File: config.mk
export PLATFORM = sky130hd
export DESIGN_NAME = stream_pass_sequencer
export DESIGN_NICKNAME = d
export VERILOG_FILES = /design/src/rtl/stream_pass_sequencer.sv
export SDC_FILE = /design/constraint.sdc
export NUM_CORES = 1
export LEC_CHECK = 0
export ABC_AREA = 1
export CORE_MARGIN = 4
export CORE_UTILIZATION = 56
export CTS_BUF_LIST = sky130_fd_sc_hd__clkbuf_8
export CTS_CLUSTER_DIAMETER = 120
export DETAILED_ROUTE_END_ITERATION = 10
export PLACE_DENSITY = 0.83
export SLEW_MARGIN = 5
export SYNTH_ARGS = -nofsm -noshare
export SYNTH_HDL_FRONTEND = slang
export SYNTH_SLANG_ARGS = --single-unit
export TNS_END_PERCENT = 100
File: constraint.sdc
create_clock -name clk -period 2.8 [get_ports clk]
set_clock_uncertainty 0.05 [all_clocks]
set_input_delay 0.56 -clock clk [delete_from_list [all_inputs] [get_ports clk]]
set_output_delay 0.56 -clock clk [all_outputs]
set_load 0.005 [all_outputs]
File: src/rtl/stream_pass_sequencer.sv
// Multi-pass controller for the padded BRAM streamer: per pass it clears, launches, waits, drains, commits.
// Optional macro PASS_PERF_CNT_EN adds the perf_cycles / perf_stall counters.
module stream_pass_sequencer #(
    parameter int PASS_W    = 5,
    parameter int ADDR_W    = 9,
    parameter int DRAIN_CYC = 4,
    parameter int TIMEOUT_W = 16
) (
    input  logic              clk,
    input  logic              rst,
    input  logic              cfg_go,
    input  logic [PASS_W-1:0] cfg_num_passes,
    input  logic [ADDR_W-1:0] cfg_base_addr,
    input  logic [ADDR_W-1:0] cfg_pass_stride,
    input  logic              abort,
    output logic              busy,
    output logic              done,
    output logic              error,
    output logic [PASS_W-1:0] pass_idx,
    output logic              strm_start,
    output logic [ADDR_W-1:0] strm_base_addr,
    input  logic              strm_busy,
    input  logic              strm_done,
    input  logic              pipe_idle,
    output logic              acc_clear,
    output logic              acc_commit
`ifdef PASS_PERF_CNT_EN
    ,
    output logic [31:0]       perf_cycles,
    output logic [31:0]       perf_stall
`endif
);

    typedef enum logic [2:0] {
        S_IDLE, S_LAUNCH, S_RUN, S_DRAIN, S_COMMIT, S_FINISH
    } state_t;

    localparam int DC_W = $clog2(DRAIN_CYC + 1);

    state_t               state_q, state_d;
    logic [PASS_W-1:0]    num_q, num_d, pass_q, pass_d;
    logic [ADDR_W-1:0]    stride_q, stride_d, base_q, base_d;
    logic                 err_q, err_d, zdone_q, zdone_d;
    logic [TIMEOUT_W-1:0] wdog_q, wdog_d, wdog_inc;
    logic [DC_W-1:0]      dcnt_q, dcnt_d;
    logic                 go_accept;

    // NOTE: sequential state uses non-blocking assignments only, so every register samples pre-edge values.
    always_ff @(posedge clk) begin
        if (rst) begin
            state_q  <= S_IDLE;
            num_q    <= '0;
            stride_q <= '0;
            pass_q   <= '0;
            base_q   <= '0;
            err_q    <= 1'b0;
            zdone_q  <= 1'b0;
            wdog_q   <= '0;
            dcnt_q   <= '0;
        end else begin
            state_q  <= state_d;
            num_q    <= num_d;
            stride_q <= stride_d;
            pass_q   <= pass_d;
            base_q   <= base_d;
            err_q    <= err_d;
            zdone_q  <= zdone_d;
            wdog_q   <= wdog_d;
            dcnt_q   <= dcnt_d;
        end
    end

    assign pass_idx       = pass_q;
    assign strm_base_addr = base_q;
    assign error          = err_q;
    assign wdog_inc       = wdog_q + 1'b1;
    assign go_accept      = (state_q == S_IDLE) && cfg_go && (cfg_num_passes != '0);

    // NOTE: every signal gets a default before the case statement so no path infers a latch.
    always_comb begin
        state_d    = state_q;
        num_d      = num_q;
        stride_d   = stride_q;
        pass_d     = pass_q;
        base_d     = base_q;
        err_d      = err_q;
        zdone_d    = 1'b0;
        wdog_d     = wdog_q;
        dcnt_d     = dcnt_q;
        busy       = (state_q != S_IDLE) && (state_q != S_FINISH);
        done       = zdone_q;
        strm_start = 1'b0;
        acc_clear  = 1'b0;
        acc_commit = 1'b0;

        case (state_q)
            S_IDLE: begin
                if (go_accept) begin
                    num_d    = cfg_num_passes;
                    stride_d = cfg_pass_stride;
                    base_d   = cfg_base_addr;
                    pass_d   = '0;
                    err_d    = 1'b0;
                    state_d  = S_LAUNCH;
                end else if (cfg_go) begin
                    zdone_d = 1'b1;
                end
            end
            S_LAUNCH: begin
                acc_clear = 1'b1;
                wdog_d    = '0;
                if (!strm_busy) begin
                    strm_start = 1'b1;
                    state_d    = S_RUN;
                end
            end
            S_RUN: begin
                // A done arriving on the final watchdog cycle still counts as a completed pass.
                if (strm_done) begin
                    dcnt_d  = DC_W'(DRAIN_CYC - 1);
                    state_d = S_DRAIN;
                end else if (wdog_inc == '1) begin
                    err_d   = 1'b1;
                    state_d = S_IDLE;
                end else begin
                    wdog_d = wdog_inc;
                end
            end
            S_DRAIN: begin
                if (dcnt_q != '0) begin
                    dcnt_d = dcnt_q - 1'b1;
                end else if (pipe_idle) begin
                    state_d = S_COMMIT;
                end
            end
            S_COMMIT: begin
                acc_commit = 1'b1;
                if (pass_q == num_q - 1'b1) begin
                    state_d = S_FINISH;
                end else begin
                    pass_d  = pass_q + 1'b1;
                    base_d  = base_q + stride_q;
                    state_d = S_LAUNCH;
                end
            end
            S_FINISH: begin
                done    = 1'b1;
                state_d = S_IDLE;
            end
            default: state_d = S_IDLE;
        endcase

        // Abort wins over everything, including pulses the current state would have produced.
        if (abort && (state_q != S_IDLE)) begin
            state_d    = S_IDLE;
            pass_d     = pass_q;
            base_d     = base_q;
            err_d      = err_q;
            done       = 1'b0;
            strm_start = 1'b0;
            acc_clear  = 1'b0;
            acc_commit = 1'b0;
        end
    end

`ifdef PASS_PERF_CNT_EN
    always_ff @(posedge clk) begin
        if (rst || go_accept) begin
            perf_cycles <= '0;
            perf_stall  <= '0;
        end else begin
            if (busy && (perf_cycles != '1)) begin
                perf_cycles <= perf_cycles + 32'd1;
            end
            if ((state_q == S_DRAIN) && !pipe_idle && (perf_stall != '1)) begin
                perf_stall <= perf_stall + 32'd1;
            end
        end
    end
`endif

endmodule

Word level (Yosys, flattened, before mapping)
Cells that the tools add are included.

Register bits after elaboration: 52. Output and inout port bits: 20.

Add/subtract/negate cells: 5. Eq/ne operators: 19. Mux-type cells: 34. Bitwise gates (word level): 2. Reduce and logical (&&, ||, !) cells: 20.

Operators by type and width (count): 2-to-1 mux 16 bit (2); case mux 16 bit (2 select lines) (1); 2-to-1 mux 3 bit (9); != test 2 bit (second input constant) (10); 2-to-1 mux 9 bit (2); case mux 9 bit (2 select lines) (1); adder 16 x 1 -> 16 bit (second input constant) (1); equality test 16 bit (second input constant) (1); case mux 3 bit (5 select lines) (1); 2-to-1 mux 1 bit (13); 2-to-1 mux 5 bit (2); case mux 5 bit (2 select lines) (1); AND reduction 5 bit (2); adder 9 bit (1); nonzero test 2 bit (4); equality test 3 x 2 -> 1 bit (second input constant) (2); equality test 3 bit (second input constant) (2); != test 3 bit (second input constant) (2); case mux 3 bit (2 select lines) (1); AND reduction 3 bit (2); nonzero test 3 bit (2); adder 5 x 1 -> 5 bit (second input constant) (1); equality test 5 bit (1); nonzero test 5 bit (1); other kinds (11) (15).

Depth between registers and ports, before layout
Gate-level depths: netlist of the first run.

Word-level depth: 5. Gate-level depth with buffers: 16. Depth with buffers taken out: 15.

Least setup slack after synthesis of the first run
No wires, ideal clock.

Path kind: register to register. Start: register wdog_q[1]. End: register wdog_q[2]. Arrival time: 1784 ps. Data required time: 2635 ps. Path slack: 851 ps. Stages on the path, launching flop included: 16. Buffers on the path: 1. Period minus slack after synthesis: 1949 ps. Cells stage by stage: dfxtp_1 -> ha_1 -> nand2_2 -> nor2_4 -> nand2_2 -> nor2_2 -> nand3_1 -> nand2_1 -> nand2_1 -> nor2_2 -> nand3_2 -> nand2_2 -> nand2_4 -> buf_4 -> a21oi_1 -> nor2_1.

Word-level cells in the longest chain between the ends: 4.

Ends and longest elaborated chain: start, declared (line 44) `logic [TIMEOUT_W-1:0] wdog_q, wdog_d, wdog_inc;`; start signal, assigned (line 68) `wdog_q <= wdog_d;`; adder 16 x 1 -> 16 bit * (line 76) `assign wdog_inc = wdog_q + 1'b1;`; equality test 16 bit or 2-to-1 mux 16 bit (tied branches) (line 122) `end else if (wdog_inc == '1) begin`; != test 2 bit (no line) or 2-to-1 mux 16 bit (tied branches); AND reduction 3 bit (no line) or case mux 16 bit (2 select lines) (tied branches).

Mark *: on every way between the ends. The rest lies on a longest branch, timed or not. The select of a mux whose other input is x is not followed. A chain may end at the register's enable or synchronous reset.

Worst setup path in the final report of the first run
Start: register state_q[0]. End: output strm_start.

Word-level cells in the longest chain between the ends: 3.

Ends and longest elaborated chain: start, declared (line 40) `state_t state_q, state_d;`; start signal, assigned (line 61) `state_q <= state_d;`; equality test 3 x 1 -> 1 bit or nonzero test 3 bit (tied branches) (line 96, 154); 2-to-1 mux 1 bit or logical AND 1 bit (tied branches) (line 96, 154); 2-to-1 mux 1 bit * (line 154) `if (abort && (state_q != S_IDLE)) begin`; end, declared (line 20) `output logic strm_start,`.

Mark *: on every way between the ends. The rest lies on a longest branch, timed or not.

==> key figures, run 1 <==
Layout
  • Area used by multi-input combinational logic: 0.00188 mm^2
  • # diodes: 0
  • Area added between synthesis and finish: 20.0%
  • Layout Nets: 564
  • Sequential standard cell area: 0.00104 mm^2
  • Layout cell share with drive strength beyond 1: 10.2%
  • FILL cells: 483

STA
  • Pin slew with the least headroom to its limit: 595 ps
  • Max-slew violations: 0
  • Total negative slack: 0 ps
  • Finish-stage setup viols: 0
  • Final Critical Period: 2500 ps
  • RSZ-0062 raised after global routing: false
  • Fmax: 399 MHz
  • Final hold violation count: 0
  • Worst slew margin: 60.3%
  • Crit share post-route: 89.4%

Logic synthesis
  • Synth warnings: 0
  • Cell variety after synth: 38
  • Register area share after synthesis: 32.4%
  • FF+latch count, synth: 52
  • Post-synthesis instance total: 471
  • Syn Nets: 516
  • Synthesized area: 0.00321 mm^2
  • Avg Cell Area, Syn: 6.82 um^2

Setup path
  • Critical Path AT: 1890 ps
  • Reg2reg end: wdog_q[3]$_SDFFE_PP0P_
  • Buf/Inv on CP: 4
  • Worst R2R Path Depth: 15
  • Critical R2R Launch: wdog_q[1]$_SDFFE_PP0P_
  • Max stage delay cell, worst path: clkdlybuf4s50_1
  • Reg2reg setup slack: 440 ps
  • CP max FO: 6
  • Worst Path Required: 2190 ps
  • Startpoint types: flop
  • Cell family with most CP delay: buffers and inverters
  • Crit-path max cell delay: 530 ps
  • Most used cell, CP: inv_1
  • Critical path cell sequence: inv_1 > nor2_1 > inv_1 > nor2_1 > inv_1 > nor3_1 > clkdlybuf4s50_1
  • Crit. End Element: output pin
  • Setup Crit Path Kind: reg2out

Hold path
  • Worst hold start: error$_SDFFE_PP0P_
  • Hold path cells: 2
  • Min-Delay Endpoint: error$_SDFFE_PP0P_
  • Worst hold path class: reg2reg

Power and ir drop
  • PwrDens: 648 mW/mm^2
  • VDD IR max: 0.000352 V
  • Total Power: 2.50 mW
  • Leakage power: 1.50 nW

GRT
  • GR Util met1: 27.1%
  • Vias in the first global route: 2,988
  • Met2 usage: 40.2%
  • GRT Total Usage: 22.0%
  • Layer with the highest usage: met2
  • Global-route wire length before repair: 13.1 mm
  • Largest net degree at the start of global routing: 27
  • Global route overflow: 0
  • Number of antenna violations at the first check in global routing: 0
  • GR Util met3: 3.36%

Floorplan
  • I/O pin count: 50
  • Die ar.: 0.00701 mm^2
  • Die height: 83.7 um
  • Total core area: 0.00554 mm^2
  • # rows: 27
  • Starting Density: 58.0%
  • DIE WIDTH: 83.7 um

Clocking
  • Clock-pin slew on the worst setup and hold paths: 90 ps
  • Post-CTS Hold Fix Bufs: 0
  • CTS Buf Count: 5
  • Post-cts repair resize count: 0
  • Root buffer cell: clkbuf_8
  • Post-CTS setup buffer count: 0
  • Clock latency on the worst-skew pair: 310 ps
  • Worst-case clock buffer depth: 2
  • H-tree depth: 2
  • CTS tree: built
  • Clock sink count: 52

Routing
  • Via density: 5.39
  • DR vias: 3,191
  • Drt drc: 0
  • Routed Antenna Nets: 0
  • Initial DRC Count: 167
  • Routed WL per cell: 12.8 um
  • Final wirelength: 7.57 mm
  • Drt first pass iters: 4

Run
  • Max-Cap Viols: 0

Place
  • Routability cong.: 0.970
  • Hpwl dp: 5.67 mm
  • Port Buffer Count: 49

Run status
  • Status: finished, final reports clean
-- metal layers --
metal  vias to the layer above  share of wire [%]
met2                        79                 49
met1                      1475                 44
li1                       1629                  -
met4                         0               0.82
met3                         8                6.1
met5                         -                  0
-- cells in the final DEF (no fill, tap or decap), types with 2 or more instances in the layout --
| cell type | instances |
|---|---|
| xnor2_1 | 8 |
| nand3_1 | 37 |
| o21bai_1 | 2 |
| nor4_1 | 3 |
| inv_1 | 54 |
| clkdlybuf4s50_1 | 49 |
| nand2_4 | 2 |
| o211ai_1 | 2 |
| a211oi_1 | 3 |
| nor2_2 | 7 |
| dfxtp_1 | 52 |
| buf_4 | 6 |
| a21oi_2 | 9 |
| xor2_1 | 8 |
| a31oi_1 | 5 |
| ha_1 | 14 |
| o21ai_1 | 2 |
| nand2_2 | 16 |
| nand4_1 | 7 |
| clkbuf_8 | 6 |
| a221oi_1 | 2 |
| o21ai_0 | 26 |
| nor3_1 | 6 |
| a21oi_1 | 33 |
| inv_2 | 2 |
| nand2_1 | 83 |
| nor2_1 | 66 |
-- where the power goes --
| part | internal, mW | switching, mW |
|---|---|---|
| clock | 0.198 | 0.255 |
| sequential | 0.856 | 0.103 |
| combinational | 0.432 | 0.656 |
| total | 1.49 | 1.01 |
-- logic make-up (layout without fill, tap and decap cells) --
group | count (synthesis) | in the layout | synth area share [%]
XOR/XNOR | 16 | 16 | 4.36
buffers and inverters | 70 | 119 | 8.96
AND/OR/NAND/NOR | 232 | 232 | 32.6
AO/OA/AOI/OAI | 86 | 86 | 15.6
flip-flops | 52 | 52 | 32.4
adder cells (fa/ha/maj) | 15 | 15 | 6.07
-- state kept, by name, summed over array words and instances, names as in the netlist --
register and count:
dcnt_q 3, error 1, num_q 5, pass_idx 5, state_q 3, stride_q 9
strm_base_addr 9, wdog_q 16, zdone_q 1
-- synth_stat cells (all sizes together) --
| cell type | n | area share, % |
|---|---|---|
| nand2 | 101 | 14 |
| nor2 | 74 | 9.4 |
| inv | 55 | 6.4 |
| dfxtp | 52 | 32 |
| a21oi | 42 | 7.6 |
| nand3 | 38 | 6.1 |
| o21ai | 28 | 4.4 |
| ha | 14 | 5.5 |
| clkbuf | 9 | 1.1 |
| xnor2 | 8 | 2.2 |
| xor2 | 8 | 2.2 |
| nand4 | 7 | 1.4 |
| nor3 | 7 | 1.2 |
| a31oi | 5 | 0.97 |
| buf | 5 | 1.4 |
| a211oi | 3 | 0.70 |
| nor4 | 3 | 0.58 |
| a221oi | 2 | 0.55 |
| o211ai | 2 | 0.47 |
| o21bai | 2 | 0.47 |
| clkinv | 1 | 0.12 |
| fa | 1 | 0.62 |
| nand3b | 1 | 0.23 |
| o221ai | 1 | 0.27 |
| o22ai | 1 | 0.19 |
| or2 | 1 | 0.19 |
-- worst max-delay path by stage --
stage	from	to	slack, ps	depth (start not counted)
final	state_q[0]$_SDFFE_PP0P_	strm_start	300	7
after global routing	state_q[0]$_SDFFE_PP0P_	strm_start	80	7
after CTS	state_q[0]$_SDFFE_PP0P_	strm_start	300	7
after detailed placement	abort	acc_commit	360	3
after global placement	abort	done	400	5
after floorplan	wdog_q[1]$_SDFFE_PP0P_	wdog_q[2]$_SDFFE_PP0P_	850	15
-- final cells by class --
| type | count | area share [%] |
|---|---|---|
| sequential | 52 | 27.0 |
| clock inverter | 2 | 0.292 |
| inverter | 56 | 5.45 |
| clock buffer | 6 | 2.14 |
| tap | 72 | 2.34 |
| multi-input combinational | 349 | 48.9 |
| timing repair buffer | 55 | 13.9 |
-- worst register-to-register path, cell delays in order, from the launching register on --
cell,delay (ps)
dfxtp_1,430
ha_1,240
nand2_2,110
nor2_4,150
nand2_2,70
nor2_2,110
nand3_1,80
nand2_1,90
nand2_1,60
nor2_2,110
nand3_2,100
nand2_2,100
nand2_4,150
nand2_4,240
nand2_1,90
a21oi_1,120
-- through the flow --
stage	hold WS, ps	utilization [%]	worst slack, ps	std cells	cell area, um^2
floorplan	399	-	851	471	3210
global placement	412	67.9	400	584	3760
detailed placement	416	67.9	362	584	3760
CTS	436	69.6	301	592	3850
global route	475	69.6	77.5	592	3850
finish	432	69.6	296	592	3850
Power figures use the tool's default switching activity.
==> run 2, diff against run 1 <==
PLACE_DENSITY = 0.86   (was 0.83)
==> run 2 against run 1 <==
Compared with the run above:
- cell area about the same
- flip-flop and latch count unchanged
- hold slack better by 7.6 ps
- non-clock buffer count fell by 1
- register-to-register slack worse by 50 ps
- first-iteration DRC count is 15% higher
- via count is 1.1% higher
- critical path type unchanged
==> key figures, run 2 (synthesis results as in run 1) <==
Routing
  • Drt drc: 0
  • Initial DRC Count: 192
  • DR vias: 3,227
  • Routed WL per cell: 13.6 um
  • Via density: 5.48
  • Routed Antenna Nets: 0
  • Drt first pass iters: 4
  • Final wirelength: 8.03 mm

Clocking
  • Post-cts repair resize count: 0
  • CTS Buf Count: 5
  • Clock-pin slew on the worst setup and hold paths: 90 ps
  • Clock latency on the worst-skew pair: 310 ps
  • H-tree depth: 2
  • CTS tree: built
  • Worst-case clock buffer depth: 2
  • Post-CTS Hold Fix Bufs: 0
  • Root buffer cell: clkbuf_8
  • Post-CTS setup buffer count: 0
  • Clock sink count: 52

Setup path
  • CP max FO: 6
  • Setup crit start: state_q[0]$_SDFFE_PP0P_
  • Critical Path AT: 1860 ps
  • Crit-path max cell delay: 520 ps
  • Critical path cell sequence: inv_1 > nor2_1 > inv_1 > nor2_1 > inv_1 > nor3_1 > clkdlybuf4s50_1
  • Worst Path Required: 2190 ps
  • Crit. End Element: output pin
  • Most used cell, CP: inv_1
  • Critical R2R Launch: wdog_q[1]$_SDFFE_PP0P_
  • Startpoint types: flop
  • Max stage delay cell, worst path: clkdlybuf4s50_1
  • Setup Crit Path Kind: reg2out

Place
  • Placed Area: 0.00375 mm^2
  • Hpwl dp: 6.00 mm
  • Routability cong.: 0.958
  • Worst slack at placement: 382 ps
  • Port Buffer Count: 49

Layout
  • Commonest cells after routing, fill and taps aside: nand2_1, nor2_1, inv_1
  • Top reg by flops: wdog_q
  • Area added between synthesis and finish: 19.9%
  • Layout cell share with drive strength beyond 1: 9.86%
  • Post-Layout Inst Area: 0.00385 mm^2
  • Max reg flops: 16
  • Most common cell after layout, fill and taps aside: nand2_1
  • Sequential standard cell area: 0.00104 mm^2
  • Layout Nets: 563
  • Area used by multi-input combinational logic: 0.00188 mm^2
  • # diodes: 0
  • FILL cells: 479

Floorplan
  • Die height: 83.7 um
  • Starting Density: 58.0%
  • Total core area: 0.00554 mm^2
  • Die ar.: 0.00701 mm^2
  • # rows: 27
  • DIE WIDTH: 83.7 um
  • I/O pin count: 50

GRT
  • GRT Total Usage: 23.3%
  • Global-route wire length before repair: 13.8 mm
  • Largest net degree at the start of global routing: 27
  • Number of antenna violations at the first check in global routing: 0
  • Vias in the first global route: 3,172
  • Global route overflow: 0

Hold path
  • Worst hold start: wdog_q[15]$_SDFFE_PP0P_
  • Worst hold path class: reg2reg

Run
  • Max-Cap Viols: 0

Power and ir drop
  • Int Pwr: 1.54 mW
  • Leakage power: 1.50 nW
  • Clk pwr share: 19.6%
  • NetSw: 1.02 mW
  • Register share of total power: 37.6%
  • PwrDens: 664 mW/mm^2
  • Sw Ratio: 39.9%
  • VDD IR max: 0.000353 V
  • Total Power: 2.56 mW
  • Combinational power share: 42.7%

STA
  • Max-slew violations: 0
  • Final Critical Period: 2470 ps
  • Total negative slack: 0 ps
  • Worst slew margin: 61.0%
  • Pin slew with the least headroom to its limit: 584 ps
  • Final Worst Setup Slack: 328 ps
  • Finish-stage setup viols: 0
  • Worst hold margin: 440 ps
  • Fmax: 405 MHz
  • Final hold violation count: 0
  • Crit share post-route: 88.3%
  • RSZ-0062 raised after global routing: false

Run status
  • Status: finished, final reports clean
-- run 2: cell count changes in the layout (fill, tap and decap cells not counted) --
cell and change:
clkbuf_8 -1, bufinv_16 +1, inv_1 -1, clkinvlp_4 -1, buf_4 -1
-- run 2: final timing paths --
kind	endpoint	slack [ps]	cells after the start
setup / recovery	strm_start	330	7
hold / removal	wdog_q[15]$_SDFFE_PP0P_	440	2
setup reg to reg	wdog_q[1]$_SDFFE_PP0P_	390	15
hold reg to reg	wdog_q[15]$_SDFFE_PP0P_	440	2
-- run 2: cell type report --
| cell class | count | share of cell area (%) |
|---|---|---|
| timing repair buffer | 54 | 13.7 |
| multi-input combinational | 349 | 48.9 |
| clock buffer | 5 | 1.79 |
| sequential | 52 | 27.0 |
| inverter | 56 | 5.46 |
| clock inverter | 1 | 0.779 |
| tap | 72 | 2.34 |
-- run 2: power by group through the flow --
stage	Combinational, mW	Sequential (mW)	Clock [mW]
global placement	1.04	0.972	0
detailed placement	1.08	0.976	0
floorplan	0.813	0.952	0
global route	1.23	0.978	0.536
CTS	1.09	0.960	0.505
finish	1.09	0.963	0.502
-- run 2: metal layers --
layer,vias to the layer above,part of all wire [%],GRT usage (%)
li1,1629,-,-
met1,1506,44,27.1
met2,73,49,42.4
met3,19,4.4,3.95
met4,0,2.2,8.77
met5,-,0,0
-- run 2: critical path, delay by kind of cell, from the launching register on --
kind / cells / cell delay [ps]
DFF: 1 / 440
and+or+nand+nor: 3 / 340
buffers and inverters: 4 / 770
-- run 2: per-stage QoR --
step,utilization [%],cells
floorplan,-,471
global placement,67.8,583
detailed placement,67.8,583
CTS,69.5,589
global route,69.5,589
finish,69.5,589
